[src/rtl/ws2812b_pkg.sv]
// ==== ws2812b_pkg : shared WS2812B streamer types, constants and brightness scaling ====
// Rev 1.0
`default_nettype none

package ws2812b_pkg;

   localparam int ORDER_GRB         = 0;
   localparam int ORDER_RGB         = 1;
   localparam int MAX_BYTES_PER_LED = 4;

   typedef enum logic [1:0] {FR_IDLE, FR_FETCH, FR_HOLD, FR_DRAIN} frame_state_e;
   typedef enum logic [1:0] {PX_IDLE, PX_REQ, PX_GAP, PX_VALID}   pixel_state_e;

   // (c * (b + 1)) >> 8 : b = 0xFF is identity, b = 0x00 blanks the channel.
   function automatic logic [7:0] scale8(input logic [7:0] c, input logic [7:0] b);
      logic [15:0] prod;
      prod = {8'd0, c} * ({8'd0, b} + 16'd1);
      return prod[15:8];
   endfunction

endpackage

`default_nettype wire

[src/rtl/ws2812b_pixel_fetch.sv]
// ==== ws2812b_pixel_fetch : reads one pixel byte-by-byte, scales it and reorders it to wire order ====
// Rev 1.0
`default_nettype none

module ws2812b_pixel_fetch
   import ws2812b_pkg::*;
#(
   parameter int BYTES_PER_LED = 3,
   parameter int ADDR_WIDTH    = 17,
   parameter int COLOR_ORDER   = ORDER_GRB
) (
   input  logic                       clk,
   input  logic                       resetn,
   input  logic                       load_i,
   input  logic [ADDR_WIDTH-1:0]      base_addr_i,
   input  logic                       start_i,
   input  logic [7:0]                 brightness_i,
   output logic                       idle_o,
   output logic [ADDR_WIDTH-1:0]      r_address_o,
   output logic                       r_request_o,
   input  logic                       r_done_i,
   input  logic [7:0]                 r_data_i,
   output logic [8*BYTES_PER_LED-1:0] word_o,
   output logic                       valid_o,
   input  logic                       ack_i
);

   localparam int         WW       = 8*BYTES_PER_LED;
   localparam logic [1:0] LAST_IDX = 2'(BYTES_PER_LED-1);

   pixel_state_e                        state_q, state_d;
   logic [1:0]                          idx_q, idx_d;
   logic [ADDR_WIDTH-1:0]               next_addr_q, next_addr_d;
   logic [ADDR_WIDTH-1:0]               addr_q, addr_d;
   logic                                req_q, req_d;
   logic [BYTES_PER_LED-1:0][7:0]       bytes_q, bytes_d;

   always_comb begin
      state_d     = state_q;
      idx_d       = idx_q;
      next_addr_d = next_addr_q;
      addr_d      = addr_q;
      req_d       = req_q;
      bytes_d     = bytes_q;
      if (load_i)
         next_addr_d = base_addr_i;
      case (state_q)
         PX_IDLE: begin
            if (start_i) begin
               addr_d      = next_addr_q;
               next_addr_d = next_addr_q + ADDR_WIDTH'(1);
               req_d       = 1'b1;
               idx_d       = 2'd0;
               state_d     = PX_REQ;
            end
         end
         PX_REQ: begin
            if (r_done_i) begin
               bytes_d[idx_q] = scale8(r_data_i, brightness_i);
               req_d          = 1'b0;
               if (idx_q == LAST_IDX) begin
                  state_d = PX_VALID;
               end else begin
                  idx_d   = idx_q + 2'd1;
                  state_d = PX_GAP;
               end
            end
         end
         // One idle cycle between consecutive SRAM requests.
         PX_GAP: begin
            addr_d      = next_addr_q;
            next_addr_d = next_addr_q + ADDR_WIDTH'(1);
            req_d       = 1'b1;
            state_d     = PX_REQ;
         end
         PX_VALID: begin
            if (ack_i)
               state_d = PX_IDLE;
         end
         default: state_d = PX_IDLE;
      endcase
   end

   always_ff @(posedge clk) begin
      if (!resetn) begin
         state_q     <= PX_IDLE;
         idx_q       <= 2'd0;
         next_addr_q <= '0;
         addr_q      <= '0;
         req_q       <= 1'b0;
         bytes_q     <= '0;
      end else begin
         state_q     <= state_d;
         idx_q       <= idx_d;
         next_addr_q <= next_addr_d;
         addr_q      <= addr_d;
         req_q       <= req_d;
         bytes_q     <= bytes_d;
      end
   end

   // RAM order is R,G,B(,W); GRB wire order swaps the first two bytes, W always stays last.
   always_comb begin
      word_o = '0;
      for (int k = 0; k < BYTES_PER_LED; k++)
         word_o[8*(BYTES_PER_LED-1-k) +: 8] = bytes_q[k];
      if (COLOR_ORDER == ORDER_GRB) begin
         word_o[WW-1 -: 8] = bytes_q[1];
         word_o[WW-9 -: 8] = bytes_q[0];
      end
   end

   assign idle_o      = (state_q == PX_IDLE);
   assign valid_o     = (state_q == PX_VALID);
   assign r_address_o = addr_q;
   assign r_request_o = req_q;

endmodule

`default_nettype wire

[src/rtl/ws2812b_frame_streamer.sv]
// ==== ws2812b_frame_streamer : per-frame SRAM pixel fetch into a prefetched word stream for ws2812b_out_module ====
// Rev 1.0
`default_nettype none

module ws2812b_frame_streamer
   import ws2812b_pkg::*;
#(
   parameter int LED_COUNT     = 36,
   parameter int BYTES_PER_LED = 3,
   parameter int ADDR_WIDTH    = 17,
   parameter int BASE_ADDR     = 0,
   parameter int COLOR_ORDER   = ORDER_GRB
) (
   input  logic                       clk,
   input  logic                       resetn,
   input  logic                       frame_start,
   input  logic [7:0]                 brightness,
   output logic [ADDR_WIDTH-1:0]      r_address,
   output logic                       r_request,
   input  logic                       r_done,
   input  logic [7:0]                 r_data,
   output logic [8*BYTES_PER_LED-1:0] bitstream,
   output logic                       bitstream_available,
   input  logic                       bitstream_read,
   output logic                       busy,
   output logic                       frame_done,
   output logic                       frame_overrun
);

   localparam int            WW       = 8*BYTES_PER_LED;
   localparam int            CW       = $clog2(LED_COUNT+1);
   localparam logic [CW-1:0] LAST_CNT = CW'(LED_COUNT);

   frame_state_e   state_q, state_d;
   logic [CW-1:0]  cnt_q, cnt_d;
   logic [7:0]     bright_q, bright_d;
   logic [WW-1:0]  out_q, out_d, pf_q, pf_d;
   logic           out_vld_q, out_vld_d, pf_vld_q, pf_vld_d;
   logic           busy_q, busy_d, done_q, done_d, ovr_q, ovr_d;

   logic           take, out_free;
   logic           f_load, f_start, f_idle, f_valid, f_ack;
   logic [WW-1:0]  f_word;

   ws2812b_pixel_fetch #(
      .BYTES_PER_LED (BYTES_PER_LED),
      .ADDR_WIDTH    (ADDR_WIDTH),
      .COLOR_ORDER   (COLOR_ORDER)
   ) u_fetch (
      .clk          (clk),
      .resetn       (resetn),
      .load_i       (f_load),
      .base_addr_i  (ADDR_WIDTH'(BASE_ADDR)),
      .start_i      (f_start),
      .brightness_i (bright_q),
      .idle_o       (f_idle),
      .r_address_o  (r_address),
      .r_request_o  (r_request),
      .r_done_i     (r_done),
      .r_data_i     (r_data),
      .word_o       (f_word),
      .valid_o      (f_valid),
      .ack_i        (f_ack)
   );

   assign take     = bitstream_read && out_vld_q;
   assign out_free = !out_vld_q || take;
   assign f_ack    = f_valid && (out_free || !pf_vld_q);
   assign f_load   = (state_q == FR_IDLE) && frame_start;
   assign f_start  = (state_q == FR_FETCH) && f_idle && (cnt_q != LAST_CNT);

   // Output/prefetch pair: the prefetch slot fills only while the output register is occupied.
   always_comb begin
      out_d     = out_q;
      out_vld_d = out_vld_q;
      pf_d      = pf_q;
      pf_vld_d  = pf_vld_q;
      if (out_free) begin
         if (pf_vld_q) begin
            out_d     = pf_q;
            out_vld_d = 1'b1;
            pf_vld_d  = f_ack;
            if (f_ack)
               pf_d = f_word;
         end else if (f_ack) begin
            out_d     = f_word;
            out_vld_d = 1'b1;
         end else begin
            out_vld_d = 1'b0;
         end
      end else if (f_ack) begin
         pf_d     = f_word;
         pf_vld_d = 1'b1;
      end
   end

   always_comb begin
      state_d  = state_q;
      cnt_d    = cnt_q;
      bright_d = bright_q;
      busy_d   = busy_q;
      done_d   = 1'b0;
      ovr_d    = ovr_q;
      if (frame_start && (state_q != FR_IDLE))
         ovr_d = 1'b1;
      if (f_start)
         cnt_d = cnt_q + CW'(1);
      case (state_q)
         FR_IDLE: begin
            if (frame_start) begin
               bright_d = brightness;
               cnt_d    = '0;
               busy_d   = 1'b1;
               state_d  = FR_FETCH;
            end
         end
         FR_FETCH: begin
            if (f_ack && (cnt_q == LAST_CNT))
               state_d = FR_DRAIN;
            else if (f_valid && !f_ack)
               state_d = FR_HOLD;
         end
         FR_HOLD: begin
            if (f_ack)
               state_d = (cnt_q == LAST_CNT) ? FR_DRAIN : FR_FETCH;
         end
         FR_DRAIN: begin
            if (take && !pf_vld_q) begin
               state_d = FR_IDLE;
               busy_d  = 1'b0;
               done_d  = 1'b1;
            end
         end
         default: state_d = FR_IDLE;
      endcase
   end

   always_ff @(posedge clk) begin
      if (!resetn) begin
         state_q   <= FR_IDLE;
         cnt_q     <= '0;
         bright_q  <= 8'd0;
         out_q     <= '0;
         out_vld_q <= 1'b0;
         pf_q      <= '0;
         pf_vld_q  <= 1'b0;
         busy_q    <= 1'b0;
         done_q    <= 1'b0;
         ovr_q     <= 1'b0;
      end else begin
         state_q   <= state_d;
         cnt_q     <= cnt_d;
         bright_q  <= bright_d;
         out_q     <= out_d;
         out_vld_q <= out_vld_d;
         pf_q      <= pf_d;
         pf_vld_q  <= pf_vld_d;
         busy_q    <= busy_d;
         done_q    <= done_d;
         ovr_q     <= ovr_d;
      end
   end

   assign bitstream           = out_q;
   assign bitstream_available = out_vld_q;
   assign busy                = busy_q;
   assign frame_done          = done_q;
   assign frame_overrun       = ovr_q;

endmodule

`default_nettype wire

[config.mk]
export PLATFORM = sky130hd
export DESIGN_NAME = ws2812b_frame_streamer
export DESIGN_NICKNAME = d
export VERILOG_FILES = /design/src/rtl/ws2812b_pkg.sv /design/src/rtl/ws2812b_pixel_fetch.sv /design/src/rtl/ws2812b_frame_streamer.sv
export SDC_FILE = /design/constraint.sdc
export NUM_CORES = 1
export LEC_CHECK = 0
export CORE_MARGIN = 4
export CORE_UTILIZATION = 45
export CTS_BUF_LIST = sky130_fd_sc_hd__clkbuf_4
export DETAILED_ROUTE_END_ITERATION = 7
export SETUP_SLACK_MARGIN = 0.2
export SLEW_MARGIN = 20
export SYNTH_ARGS = -nofsm -noshare
export SYNTH_HDL_FRONTEND = slang
export SYNTH_SLANG_ARGS = --single-unit
[constraint.sdc]
create_clock -name clk -period 6.8 [get_ports clk]
set_input_delay 0.68 -clock clk [delete_from_list [all_inputs] [get_ports clk]]
set_output_delay 0.68 -clock clk [all_outputs]
set_load 0.03 [all_outputs]
==> results.json <==
{
  "synth_top_area_share_pct": 34.3,
  "crit_slowest_cell": "fa_1",
  "slew_viol_final": 0,
  "rsz0062_at_grt": "no",
  "syn_area_mm2": 0.00769,
  "synth_area_leader_cell": "dfxtp_1",
  "htreeDepth": 4,
  "coreArea_mm2": 0.0166,
  "io_buffers": 66,
  "ir_drop_mv": 0.102,
  "drv_cap": 0,
  "synthToLayoutAreaGrowth_pct": 15.1,
  "yosys_warnings": 0,
  "synth.area.top_cells": "dfxtp_1 (34%), fa_1 (10%), ha_1 (6.3%)",
  "clk_pin_slew_ns": 0.12,
  "vias": 6291,
  "grt_usage_pct": 18.1,
  "r2r_cells": 18,
  "path_class": "register to register",
  "crit_chain": "ha_1, nand3_1, nor2_1, xor2_1, nand2_1, fa_1, inv_1, fa_1, fa_1, inv_1, fa_1, inv_1, ha_1, and3_1, and3_1, a21oi_1, xor2_1, o21ai_0",
  "cts_buffers": 17,
  "status": "complete, no violations",
  "crit_arrival_ns": 6.02,
  "hold_viol": 0,
  "drt-pass1-iter-count": 5,
  "period_share_pct": 82.2,
  "drc": 0,
  "worst_slew_pin_slew_ns": 0.932,
  "fin_nets": 1057,
  "fin_setup_tns_ns": 0,
  "wl_um": 17300,
  "r2r-start": "bright_q[0]",
  "post_route_cells_drive_above_1_share_pct": 5.05,
  "synth.most_common_cell": "dfxtp_1",
  "nFillCells": 1614,
  "p_total_mw": 1.75,
  "overflow": 0,
  "wl_per_cell_um": 14.5,
  "path_max_fanout": 10,
  "synthArstFlopShare_pct": 0,
  "hp-class": "register to register",
  "cpMostUsedCell": "fa_1",
  "root_buffer": "clkbuf_4",
  "ys_seq_area_share_pct": 34.3,
  "synth_commonest_cells": "dfxtp_1 (132), nand2_1 (125), a21oi_1 (81)",
  "p_leak_nw": 3.31,
  "grt_pass1_wl_um": 29300,
  "skew_ns": 0.0147,
  "synth_cell_type_count": 62,
  "clkSinkCount": 132,
  "synth.avg_cell_area_um2": 8.49,
  "rr_endpoint": "u_fetch.word_o[19]",
  "cts_resized": 0,
  "first_global_vias": 5806,
  "via_per_inst": 5.28,
  "slowest_delay_ns": 0.54,
  "startpoint_type": "register",
  "holdBufCountCts": 0,
  "ios": 67,
  "synthCells": 906,
  "critPathLaunch": "bright_q[0]",
  "post-cts-setup-buffers": 0,
  "die_area_mm2": 0.0193,
  "pwr_density_cell_mw_per_mm2": 198,
  "die_w_um": 139,
  "grt_max_degree": 75,
  "initial_core_util_pct": 46.2,
  "crit_path_end": "u_fetch.word_o[19]",
  "antenna_found_initial": 1,
  "clockBufferDepth": 2,
  "synthFlopType": "dfxtp_1",
  "rows": 47,
  "drtIter0Drc": 448,
  "synth_nets": 1006,
  "worstPathRequired_ns": 7.22,
  "synth_edf_count": 0,
  "max_freq_mhz": 179,
  "setup_viol": 0,
  "worstSetupEndpointType": "register",
  "min_period_ns": 5.59,
  "r2r_slack_ns": 1.21,
  "synth-seq-cells": 132,
  "tritoncts": "built",
  "maxSlewHeadroom_pct": 37.9,
  "dieHeight_um": 139,
  "hpwl_um": 12900,
  "clk_latency_ns": 0.54,
  "routabilityCongestion": 0.863,
  "antenna_left": 0
}
==> sequential cells by signal, summed over array words and instances, names as in the netlist, 6 cells and up <==
name / flops
cnt_q: 6
u_fetch.r_address_o: 17
bitstream: 24
u_fetch.word_o: 24
pf_q: 24
bright_q: 8
u_fetch.next_addr_q: 17
==> worst min-delay path by stage <==
stage / startpoint / to / slack [ns] / cells after the start
2_1_floorplan: u_fetch.next_addr_q[16] / u_fetch.r_address_o[16] / 0.44 / 2
3_3_place_gp: u_fetch.r_address_o[13] / u_fetch.r_address_o[13] / 0.45 / 2
3_5_place_dp: u_fetch.r_address_o[0] / u_fetch.r_address_o[0] / 0.45 / 2
4_1_cts: u_fetch.r_address_o[0] / u_fetch.r_address_o[0] / 0.46 / 2
5_1_grt: u_fetch.r_address_o[0] / u_fetch.r_address_o[0] / 0.48 / 2
6_report: u_fetch.r_address_o[0] / u_fetch.r_address_o[0] / 0.46 / 2
==> where the power goes <==
part           switching [mW]  internal (mW)  leakage [nW]  total [mW]
combinational           0.215          0.131          2.07       0.345
clock                   0.307          0.295         0.169       0.602
sequential             0.0167          0.787          1.07       0.804
total                   0.538           1.21          3.31        1.75
==> per-stage QoR <==
step | setup slack, ns | hold slack [ns] | util, % | instance area [um^2] | std cells
detailed placement | 1.18 | 0.446 | 51.2 | 8520 | 1158
CTS | 1.16 | 0.463 | 53.2 | 8860 | 1190
floorplan | 1.78 | 0.437 | - | 7690 | 906
global placement | 1.42 | 0.445 | 51.2 | 8520 | 1158
finish | 1.21 | 0.459 | 53.2 | 8860 | 1191
global route | 0.795 | 0.482 | 53.2 | 8860 | 1191
==> layout make-up <==
cell class / count / area [um^2] / share of cell area [%]
antenna: 1 / 2.50 / 0.0282
clock buffer: 17 / 128 / 1.44
inverter: 59 / 221 / 2.50
timing repair buffer: 74 / 721 / 8.14
clock inverter: 15 / 205 / 2.32
multi-input combinational: 673 / 4660 / 52.6
sequential: 132 / 2640 / 29.8
tap: 220 / 275 / 3.11
==> critical path: cells and delay by family (launching register included) <==
family | cells | cell delay (ns)
adder cells (fa/ha/maj) | 6 | 2.66
AND/OR/NAND/NOR | 5 | 0.95
XOR/XNOR | 2 | 0.73
flip-flops | 1 | 0.51
AO/OA/AOI/OAI | 2 | 0.46
buffers and inverters | 3 | 0.14
==> routing by layer <==
metal / vias up / part of all wire [%] / track usage (%)
met2: 105 / 45 / 27.1
met1: 2930 / 50 / 26.5
met4: 0 / 1.0 / 4.07
met3: 13 / 3.9 / 4.17
li1: 3243 / - / -
met5: - / 0 / 0
==> cells in the final DEF, fill, tap and decap left out, types with 3 or more instances in the layout <==
master and n:
and2_1 34, dfxtp_1 132, nand4_1 6, buf_4 8
and3_1 14, o21ai_0 49, xor2_1 10, o2111ai_1 3
or4_1 4, a31oi_1 4, xnor2_1 11, inv_1 57
mux2i_1 28, o211ai_1 3, a21oi_1 80, nand4b_1 3
fa_1 40, a311oi_1 3, nor2b_1 17, a21o_1 3
clkinv_4 3, o31ai_1 8, ha_1 39, bufinv_16 4
inv_6 3, nand3_1 42, nand2_1 125, clkbuf_4 17
nor3_1 12, nor2_1 52, nand2b_1 10, o21a_1 3
clkinvlp_4 3, or3_1 6, clkdlybuf4s50_1 66, a211oi_1 29
==> cells by family (layout without fill, tap and decap cells) <==
kind of cell,count (synthesis),after routing,synth area share [%]
and+or+nand+nor,336,336,21.0
xor gates and xnor gates,21,21,2.39
muxes,29,29,3.79
AOI/OAI and AO/OA,208,208,16.6
adders and majority gates,79,79,16.7
DFF,132,132,34.3
buffers and inverters,101,165,5.14
other,0,1,0
Power figures use the tool's default switching activity.
